<file path="config.mk">
export PLATFORM = sky130hd
export DESIGN_NAME = vedic_mul_arbiter_flat
export DESIGN_NICKNAME = d
export VERILOG_FILES = /design/src/rtl/vedic_mul_arbiter_if.sv /design/src/rtl/vedic_mul_arbiter.sv /design/src/flat_wrapper.sv
export SDC_FILE = /design/constraint.sdc
export NUM_CORES = 1
export LEC_CHECK = 0
export BUFFER_PORTS_ARGS = -buffer_cell sky130_fd_sc_hd__buf_4
export CAP_MARGIN = 20
export CELL_PAD_IN_SITES_DETAIL_PLACEMENT = 0
export CELL_PAD_IN_SITES_GLOBAL_PLACEMENT = 1
export CORE_ASPECT_RATIO = 1.2
export CORE_MARGIN = 2
export CORE_UTILIZATION = 34
export CTS_BUF_LIST = sky130_fd_sc_hd__clkbuf_8
export DETAILED_ROUTE_END_ITERATION = 8
export PLACE_DENSITY_LB_ADDON = 0.1
export SLEW_MARGIN = 20
export SYNTH_ARGS = -nofsm -noshare
export SYNTH_HDL_FRONTEND = slang
export SYNTH_SLANG_ARGS = --single-unit
export TNS_END_PERCENT = 5
</file>
<file path="constraint.sdc">
create_clock -name clk -period 4.51 [get_ports clk]
set_input_delay 1.1275 -clock clk [delete_from_list [all_inputs] [get_ports clk]]
set_output_delay 1.1275 -clock clk [all_outputs]
set_load 0.02 [all_outputs]
</file>
<file path="src/rtl/vedic_mul_arbiter_if.sv">
// Request/response bundle between NREQ multiply clients and the shared vedic multiplier.
// Handshake: a request moves when req_valid[i] & req_ready[i]; a response moves when rsp_valid & rsp_ready.
interface vedic_mul_arbiter_if #(
    parameter int NREQ = 4,
    parameter int IDW  = 2,
    parameter int CNTW = 16
);
    logic [NREQ-1:0]   req_valid;
    logic [NREQ-1:0]   req_ready;
    logic [4*NREQ-1:0] req_a;
    logic [4*NREQ-1:0] req_b;
    logic              rsp_valid;
    logic              rsp_ready;
    logic [7:0]        rsp_p;
    logic [IDW-1:0]    rsp_id;
    logic [CNTW-1:0]   op_count;

    modport master (
        output req_valid, req_a, req_b, rsp_ready,
        input  req_ready, rsp_valid, rsp_p, rsp_id, op_count
    );

    modport slave (
        input  req_valid, req_a, req_b, rsp_ready,
        output req_ready, rsp_valid, rsp_p, rsp_id, op_count
    );
endinterface

</file>
<file path="src/rtl/vedic_mul_arbiter.sv">
// Round-robin sharing of one vedic 4x4 multiplier with a registered 1-entry response stage.
// Output-stage state is visible on rsp_valid (EMPTY=0, FULL=1).
module vedic4bit (
    input  logic [3:0] a,
    input  logic [3:0] b,
    output logic [7:0] p
);
    function automatic logic [3:0] vedic2(input logic [1:0] x, input logic [1:0] y);
        logic c;
        logic [3:0] r;
        c    = x[1] & y[0] & x[0] & y[1];
        r[0] = x[0] & y[0];
        r[1] = (x[1] & y[0]) ^ (x[0] & y[1]);
        r[2] = (x[1] & y[1]) ^ c;
        r[3] = x[1] & y[1] & c;
        return r;
    endfunction

    logic [3:0] q0, q1, q2, q3;
    logic [7:0] mid;

    always_comb begin
        q0  = vedic2(a[1:0], b[1:0]);
        q1  = vedic2(a[3:2], b[1:0]);
        q2  = vedic2(a[1:0], b[3:2]);
        q3  = vedic2(a[3:2], b[3:2]);
        // Cross terms share weight 4, so they are summed before shifting.
        mid = {4'b0000, q1} + {4'b0000, q2};
        p   = {4'b0000, q0} + (mid << 2) + {q3, 4'b0000};
    end
endmodule

module vedic_mul_arbiter #(
    parameter int NREQ = 4,
    parameter int IDW  = 2,
    parameter int CNTW = 16
) (
    input logic clk,
    input logic rst,
    vedic_mul_arbiter_if.slave bus
);
    typedef enum logic {ST_EMPTY = 1'b0, ST_FULL = 1'b1} out_state_e;

    out_state_e      state_q, state_d;
    logic [IDW-1:0]  ptr_q, ptr_d;
    logic [IDW-1:0]  rsp_id_q, rsp_id_d;
    logic [7:0]      rsp_p_q, rsp_p_d;
    logic [CNTW-1:0] op_count_q, op_count_d;

    logic            found, accept, grant;
    logic [IDW-1:0]  grant_idx;
    logic [NREQ-1:0] req_ready;
    logic [3:0]      a_sel, b_sel;
    logic [7:0]      product;

    // Cyclic search starting at ptr; the first valid bit wins.
    always_comb begin : arb
        logic [IDW:0] sum;
        found     = 1'b0;
        grant_idx = '0;
        sum       = '0;
        for (int k = 0; k < NREQ; k++) begin
            sum = {1'b0, ptr_q} + (IDW+1)'(k);
            if (sum >= (IDW+1)'(NREQ)) sum = sum - (IDW+1)'(NREQ);
            if (!found && bus.req_valid[sum[IDW-1:0]]) begin
                found     = 1'b1;
                grant_idx = sum[IDW-1:0];
            end
        end
    end

    always_comb begin
        accept    = (state_q == ST_EMPTY) | bus.rsp_ready;
        grant     = found & accept & ~rst;
        req_ready = '0;
        if (grant) req_ready[grant_idx] = 1'b1;
        a_sel = bus.req_a[{grant_idx, 2'b00} +: 4];
        b_sel = bus.req_b[{grant_idx, 2'b00} +: 4];
    end

    vedic4bit u_mul (
        .a(a_sel),
        .b(b_sel),
        .p(product)
    );

    always_comb begin
        state_d    = state_q;
        ptr_d      = ptr_q;
        rsp_p_d    = rsp_p_q;
        rsp_id_d   = rsp_id_q;
        op_count_d = op_count_q;
        if (grant) begin
            state_d    = ST_FULL;
            rsp_p_d    = product;
            rsp_id_d   = grant_idx;
            op_count_d = op_count_q + CNTW'(1);
            ptr_d      = (grant_idx == IDW'(NREQ - 1)) ? '0 : grant_idx + 1'b1;
        end else if (bus.rsp_ready) begin
            state_d = ST_EMPTY;
        end
    end

    always_ff @(posedge clk) begin
        if (rst) begin
            state_q    <= ST_EMPTY;
            ptr_q      <= '0;
            rsp_p_q    <= '0;
            rsp_id_q   <= '0;
            op_count_q <= '0;
        end else begin
            state_q    <= state_d;
            ptr_q      <= ptr_d;
            rsp_p_q    <= rsp_p_d;
            rsp_id_q   <= rsp_id_d;
            op_count_q <= op_count_d;
        end
    end

    assign bus.req_ready = req_ready;
    assign bus.rsp_valid = (state_q == ST_FULL);
    assign bus.rsp_p     = rsp_p_q;
    assign bus.rsp_id    = rsp_id_q;
    assign bus.op_count  = op_count_q;
endmodule
</file>
<file path="src/flat_wrapper.sv">
// flat-port wrapper written by rule: the top's interface ports become plain ports
module vedic_mul_arbiter_flat 
#(
    parameter int NREQ = 4,
    parameter int IDW  = 2,
    parameter int CNTW = 16
)
  (clk, rst, bus_req_valid, bus_req_a, bus_req_b, bus_rsp_ready, bus_req_ready, bus_rsp_valid, bus_rsp_p, bus_rsp_id, bus_op_count);
  vedic_mul_arbiter_if #(.NREQ(NREQ), .IDW(IDW), .CNTW(CNTW)) bus_i ();
  input logic clk;
  input logic rst;
  input wire logic [$bits(bus_i.req_valid)-1:0] bus_req_valid;
  input wire logic [$bits(bus_i.req_a)-1:0] bus_req_a;
  input wire logic [$bits(bus_i.req_b)-1:0] bus_req_b;
  input wire logic [$bits(bus_i.rsp_ready)-1:0] bus_rsp_ready;
  output wire logic [$bits(bus_i.req_ready)-1:0] bus_req_ready;
  output wire logic [$bits(bus_i.rsp_valid)-1:0] bus_rsp_valid;
  output wire logic [$bits(bus_i.rsp_p)-1:0] bus_rsp_p;
  output wire logic [$bits(bus_i.rsp_id)-1:0] bus_rsp_id;
  output wire logic [$bits(bus_i.op_count)-1:0] bus_op_count;
  assign bus_i.req_valid = bus_req_valid;
  assign bus_i.req_a = bus_req_a;
  assign bus_i.req_b = bus_req_b;
  assign bus_i.rsp_ready = bus_rsp_ready;
  assign bus_req_ready = bus_i.req_ready;
  assign bus_rsp_valid = bus_i.rsp_valid;
  assign bus_rsp_p = bus_i.rsp_p;
  assign bus_rsp_id = bus_i.rsp_id;
  assign bus_op_count = bus_i.op_count;
  vedic_mul_arbiter #(.NREQ(NREQ), .IDW(IDW), .CNTW(CNTW)) u_core (.clk(clk), .rst(rst), .bus(bus_i));
endmodule
</file>
After elaboration in Yosys (flattened, before gate mapping) --
Index checks and enable logic that the tools add are counted.
Word-level totals: register bits after elaboration 29, input bits 39, output and inout bits 31, logic and storage cells 105
Cells by class: add/sub/neg operators 12, $lt $le $gt $ge 10, eq/ne operators 1, shifts and indexed selects 2, multiplexer cells 26, bitwise operators 41, reduce and logical (&&, ||, !) cells 8
Operators by type and width (number):
- variable part select 16 x 5 -> 4 bit | 2
- bitwise AND 1 bit | 30
- 2-to-1 mux 2 bit | 9
- adder 16 x 1 -> 16 bit, second input constant | 1
- < comparator 2 x 3 -> 1 bit, second input constant | 5
- 2-to-1 mux 1 bit | 11
- greater-or-equal comparator 3 bit, second input constant | 3
- adder 4 x 7 -> 8 bit | 1
- adder 8 bit | 1
- binary-select mux 1 bit (select 2 bit) | 4
- subtractor 2 x 1 -> 2 bit, second input constant | 4
- XOR 1 bit | 8
- adder 2 x 2 -> 3 bit, second input constant | 2
- adder 4 x 4 -> 5 bit | 1
- logical AND 1 bit | 4
- 2-to-1 mux 4 bit | 1
- adder 2 x 1 -> 3 bit, second input constant | 1
- greater-or-equal comparator 2 x 3 -> 1 bit, second input constant | 1
- logical NOT 1 bit | 3
- adder 2 x 1 -> 2 bit, second input constant | 1
- demux 1 bit (select 2 bit) | 1
- == test 2 bit, second input constant | 1
- greater-or-equal comparator 2 x 1 -> 1 bit, second input constant | 1
- inverter 1 bit | 2
- other kinds (2) | 2

Depth between registers and ports, before layout --
depth in word-level cells 22, gate-level depth with buffers 19, gate-level depth less buffers 17

By module --
From an unflattened synthesis, not the netlist that was laid out.
Unflattened totals: cells, all modules 245, area, all modules 2103.3 um^2
By module, submodules not included:
- vedic_mul_arbiter | times used 1, cells an instance 183, area an instance 1596.5 um^2, seq. area each 580.6 um^2
- vedic4bit | times used 1, cells an instance 62, area an instance 506.7 um^2, seq. area each 0.0 um^2

Least setup slack after synthesis --
OpenSTA, ideal clock, no wires.
path type in2reg, start point input port bus_req_valid[0], end point register u_core.rsp_p_q[7] (netlist: u_core.bus.rsp_p[7]), setup time 0.131 ns, data arrival time 4.166 ns, data required time 4.379 ns, slack 0.213 ns, stages on the path 17, buffers on the path 2, cells stage by stage a21oi_1 -> o21ai_0 -> o2bb2a_1 -> buf_6 -> buf_8 -> mux2i_1 -> mux2_4 -> nor4_1 -> ha_1 -> ha_1 -> xor2_1 -> ha_1 -> a21oi_1 -> o21bai_1 -> a21oi_1 -> xor2_1 -> o21ai_0
Between the ends: word-level cells in the longest chain between the ends 20, elaborated cells on any way between the ends 65, classes of those cells 3 x add/sub; 2 x shift; 16 x mux; 38 x bitwise; 6 x reduce/logical
Ends and longest elaborated chain:
- start: declaration | RTL line flat_wrapper.sv:12 | input wire logic [$bits(bus_i.req_valid)-1:0] bus_req_valid;
- binary-select mux 1 bit (select 2 bit) | RTL line vedic_mul_arbiter.sv:65 | if (!found && bus.req_valid[sum[IDW-1:0]]) begin
- 2-to-1 mux 1 bit (not written as such) | RTL line vedic_mul_arbiter.sv:65
- 2-to-1 mux 1 bit | RTL line vedic_mul_arbiter.sv:65
- logical NOT 1 bit | RTL line vedic_mul_arbiter.sv:65
- logical AND 1 bit | RTL line vedic_mul_arbiter.sv:65
- 2-to-1 mux 1 bit | RTL line vedic_mul_arbiter.sv:65
- logical NOT 1 bit | RTL line vedic_mul_arbiter.sv:65
- logical AND 1 bit | RTL line vedic_mul_arbiter.sv:65
- (+4 left out)
- via u_core.grant_idx[1] | RTL line vedic_mul_arbiter.sv:51 | logic [IDW-1:0] grant_idx;
- variable part select 16 x 5 -> 4 bit, on equally long branches | RTL line vedic_mul_arbiter.sv:77, vedic_mul_arbiter.sv:78
- bitwise AND 1 bit | RTL line vedic_mul_arbiter.sv:11, vedic_mul_arbiter.sv:13
- bitwise AND 1 bit (2 in series) | RTL line vedic_mul_arbiter.sv:11 | c = x[1] & y[0] & x[0] & y[1];
- XOR 1 bit / bitwise AND 1 bit (equally long branches) | RTL line vedic_mul_arbiter.sv:14, vedic_mul_arbiter.sv:15
- adder 4 x 4 -> 5 bit | RTL line vedic_mul_arbiter.sv:28 | mid = {4'b0000, q1} + {4'b0000, q2};
- adder 4 x 7 -> 8 bit | RTL line vedic_mul_arbiter.sv:29 | p = {4'b0000, q0} + (mid << 2) + {q3, 4'b0000};
- adder 8 bit (*) | RTL line vedic_mul_arbiter.sv:29
- end signal: assignment | RTL line vedic_mul_arbiter.sv:114 | rsp_p_q <= rsp_p_d;
- end: declaration | RTL line vedic_mul_arbiter.sv:47 | logic [7:0] rsp_p_q, rsp_p_d;
Mark *: on every way through the listed nets, which the timed path passes. The rest lies on a longest branch. The select of a mux whose other input is x is not followed. A chain may end at the register's enable or synchronous reset.

Worst setup path in the final report --
start point input port bus_req_valid[0], end point register u_core.rsp_p_q[7] (netlist: u_core.bus.rsp_p[7])
Between the ends: word-level cells in the longest chain between the ends 20, elaborated cells on any way between the ends 65, classes of those cells 3 x add/sub; 2 x shift; 16 x mux; 38 x bitwise; 6 x reduce/logical
Ends and longest elaborated chain (RTL line):
- binary-select mux 1 bit (select 2 bit) | vedic_mul_arbiter.sv:65
- 2-to-1 mux 1 bit (not written as such) | vedic_mul_arbiter.sv:65
- 2-to-1 mux 1 bit | vedic_mul_arbiter.sv:65
- logical NOT 1 bit | vedic_mul_arbiter.sv:65
- logical AND 1 bit | vedic_mul_arbiter.sv:65
- 2-to-1 mux 1 bit | vedic_mul_arbiter.sv:65
- logical NOT 1 bit | vedic_mul_arbiter.sv:65
- logical AND 1 bit | vedic_mul_arbiter.sv:65
- (+3 left out)
- 2-to-1 mux 2 bit | vedic_mul_arbiter.sv:65
- variable part select 16 x 5 -> 4 bit, on equally long branches | vedic_mul_arbiter.sv:77, vedic_mul_arbiter.sv:78
- bitwise AND 1 bit | vedic_mul_arbiter.sv:11, vedic_mul_arbiter.sv:13
- bitwise AND 1 bit (2 in series) | vedic_mul_arbiter.sv:11
- XOR 1 bit / bitwise AND 1 bit (equally long branches) | vedic_mul_arbiter.sv:14, vedic_mul_arbiter.sv:15
- adder 4 x 4 -> 5 bit | vedic_mul_arbiter.sv:28
- adder 4 x 7 -> 8 bit | vedic_mul_arbiter.sv:29
- adder 8 bit | vedic_mul_arbiter.sv:29
Parallel ways exist; a longest one is shown, timed or not. The select of a mux whose other input is x is not followed.

==> results.tsv <==
metric	value	unit
overall routing resource usage	0.1534	
HP Start	u_core.bus.rsp_p[5]	
Die H	89.05	um
worst clock skew	0.005199	ns
Diodes inserted	0	
row count	31	
Reg power frac	0.281	
wire length per cell	11.38	um
dpl cell area	2754	um^2
DR vias	1915	
largest net degree at the start of global routing	24	
GP Congestion	0.7267	
first-pass GRT wire length	7.948	mm
WP data arrival	4.36	ns
Worst Hold Path Cells	2	
Clock Sinks	29	
Clk Latency, worst-skew pair	0.28	ns
Logic pwr share	0.531	
Final min period	4.219	ns
initial core utilization	0.3454	
RSZ-0062 raised after global routing	false	
Total Power	1.113	mW
PnR worst setup slack	0.2914	ns
Leakage	1.389	nW
IO buf count	69	
CTS tree	yes	
maximum VDD drop	0.1826	mV
hold buffers post-CTS	0	
post-layout util	0.4811	
Post-Layout Inst Area	2855	um^2
R2R Path End	u_core.bus.rsp_p[7]	
Max Transition Viols Final	0	
Slew HR	0.5921	
Routed Antenna Nets	0	
Critical R2R Launch	u_core.ptr_q[1]	
Worst Reg-to-Reg Cells	15	
Hold EP	u_core.bus.rsp_p[5]	
first-pass detailed-route iteration total	4	
Layout area overhead	39.32	%
antenna violations before repair	0	
clock-pin slew on the worst setup and hold paths	0.06	ns
sequential element share of the synthesized area	0.2833	
Avg Cell Area, Syn	8.648	um^2
final period utilization	0.9354	
P_int	0.7130	mW
PwrDens	389.7	nW/um^2
NetSw	0.3996	mW
fraction of layout cells with a size suffix above 1	0.3323	
#FFs+latches synth	29	
Switching Fraction	0.3591	
Slew @ Worst Pin	0.6063	ns
type of the most critical hold path	reg -> reg	
multi-input logic area	1384	um^2
crit-path max FO	19	
clk root buf	clkbuf_8	
Max Root-Sink Buffers	2	
DP HPWL	3.748	mm
CP Capture Type	flop	
Core Footprint	5934	um^2
GR Overflow Total	0	
dpl ws	-0.1182	ns
Mapped Area	2049	um^2
synth warn	0	
CP Data Required Time	4.65	ns
Routed WL	4.599	mm
Die ar.	6668	um^2
width of the die	74.88	um
syn_nets	296	
Setup CP Type	in -> reg	
total of max-cap violations	0	
internal reg-to-reg setup slack	0.77	ns
io pins	70	
Fillers	622	
Critical Path Source Type	input pin	
count of cell types in the netlist	37	
H-tree Lvls	2	
CTS buffer count	5	
Final Hold Viols	0	
max frequency	237.0	MHz
Cells after Synth	237	
status	complete, no violations	
number of global-route vias before repair	1802	
DR DRC count	0	
via-per-instance ratio	4.740	
sequential cell area	580.6	um^2
final setup vio count	0	
clock network fraction of total power	0.189	
Starting DRT DRC Count	53	
Nets	381	
per-layer routing:
metal	part of all wire	global-route usage	vias up
li1	-	-	1006
met1	0.40	0.1611	867
met2	0.55	0.3014	36
met3	0.036	0.02480	6
met4	0.014	0.05032	0
met5	0	0	-
worst max path at each step:
stage | slack (ns) | cells past startpoint | startpoint | to
after floorplan | 0.21 | 17 | bus_req_valid[0] | u_core.bus.rsp_p[7]
after global placement | -0.08 | 16 | bus_req_valid[0] | u_core.bus.rsp_p[7]
after detailed placement | -0.12 | 16 | bus_req_valid[0] | u_core.bus.rsp_p[7]
after CTS | 0.17 | 16 | bus_req_valid[0] | u_core.bus.rsp_p[7]
after global routing | 0.01 | 17 | bus_req_valid[0] | u_core.bus.rsp_p[7]
final | 0.29 | 17 | bus_req_valid[0] | u_core.bus.rsp_p[7]
worst max-delay path, stage by stage:
cell and delay (ns):
buf_4 0.13, a21oi_1 0.13, o21ai_0 0.08, o2bb2a_1 0.28, buf_12 0.18, mux2i_1 0.10, mux2_2 0.31, nor4_2 0.28
ha_1 0.28, ha_1 0.33, xor2_1 0.16, ha_1 0.30, a21oi_1 0.20, o21bai_1 0.08, a21oi_1 0.17, xor2_1 0.15
o21ai_0 0.08
registers in the layout (all words and copies together), names as in the netlist:
signal                flops
u_core.bus.op_count      16
u_core.bus.rsp_p          8
u_core.bus.rsp_id         2
u_core.ptr_q              2
u_core.bus.rsp_valid      1
logic make-up (layout without fill, tap and decap cells):
group                    after synthesis  count (layout)  synth area share
XOR/XNOR                              20              20           0.08547
AO/OA/AOI/OAI                         39              39            0.1178
AND/OR/NAND/NOR                       83              83            0.1941
multiplexers                          27              27            0.1422
buffers and inverters                 19             104           0.04761
flip-flops                            29              29            0.2833
adder cells (fa/ha/maj)               20              20            0.1294
cells in the final DEF, fill, tap and decap left out, types with 2 or more instances in the layout:
cell type / count
a31o_2: 2
nor4_1: 3
ha_1: 18
and3_1: 4
xnor2_1: 4
a211oi_1: 3
nor4_2: 2
nand4_1: 5
nand3_1: 6
dfxtp_1: 29
nor2b_1: 2
a21oi_1: 14
buf_4: 85
mux2i_1: 19
and2_1: 4
nor2_1: 26
mux2_4: 3
o21ai_0: 9
clkbuf_8: 6
nand2_1: 22
nor3_2: 2
or3_1: 5
fa_1: 2
inv_1: 10
mux2_2: 5
xor2_1: 16
a21o_1: 5
Yosys cell counts (all sizes together):
master   n  area [um^2]
clkinv   1        3.750
or2      1        6.260
nor4     5        31.28
nand3    6        30.03
nor2    26        97.59
buf      3        37.53
o32ai    1        8.760
xor2    16        140.1
a211oi   3        22.52
mux2     8        101.3
a211o    1        8.760
a31oi    1        6.260
nor3     3        25.02
a21oi   14        70.07
ha      18        225.2
xnor2    4        35.03
inv     10        37.53
mux2i   19        190.2
and3     4        25.02
nand4    5        31.28
o21ai    9        45.04
o2bb2a   1        10.01
nand2   22        82.58
a21o     5        37.54
fa       2        40.04
or3      5        31.28
dfxtp   29        580.6
clkbuf   5        18.77
and2     4        25.02
a31o     2        17.52
nor2b    2        12.51
o21bai   1        7.510
o211ai   1        7.510
metrics by stage:
step / hold slack [ns] / TNS, ns / cells
2_1_floorplan: 0.4875 / 0 / 237
3_5_place_dp: 0.4464 / -0.1410 / 397
3_3_place_gp: 0.4460 / -0.09220 / 397
6_report: 0.4540 / 0 / 404
5_1_grt: 0.4752 / 0 / 404
4_1_cts: 0.4549 / 0 / 404
cell type report:
class                           count  share of cell area
Multi-Input combinational cell    189              0.4847
Timing Repair Buffer               86              0.2305
Sequential cell                    29              0.2033
Tap cell                           82             0.03593
Clock buffer                        6             0.02892
Inverter                           11             0.01534
Clock inverter                      1            0.001315
what timing repair did:
item / CTS / global route
buffers inserted: 0 / 0
setup endpoints to repair: 0 / 1
gates resized for setup: 0 / 3
power groups by stage:
stage,Clock [mW],Combinational (mW),Sequential (mW)
4_1_cts,0.217,0.600,0.313
2_1_floorplan,0,0.357,0.350
5_1_grt,0.226,0.679,0.318
3_5_place_dp,0,0.596,0.318
6_report,0.210,0.591,0.312
3_3_place_gp,0,0.597,0.318
(Power assumes the default switching activity.)
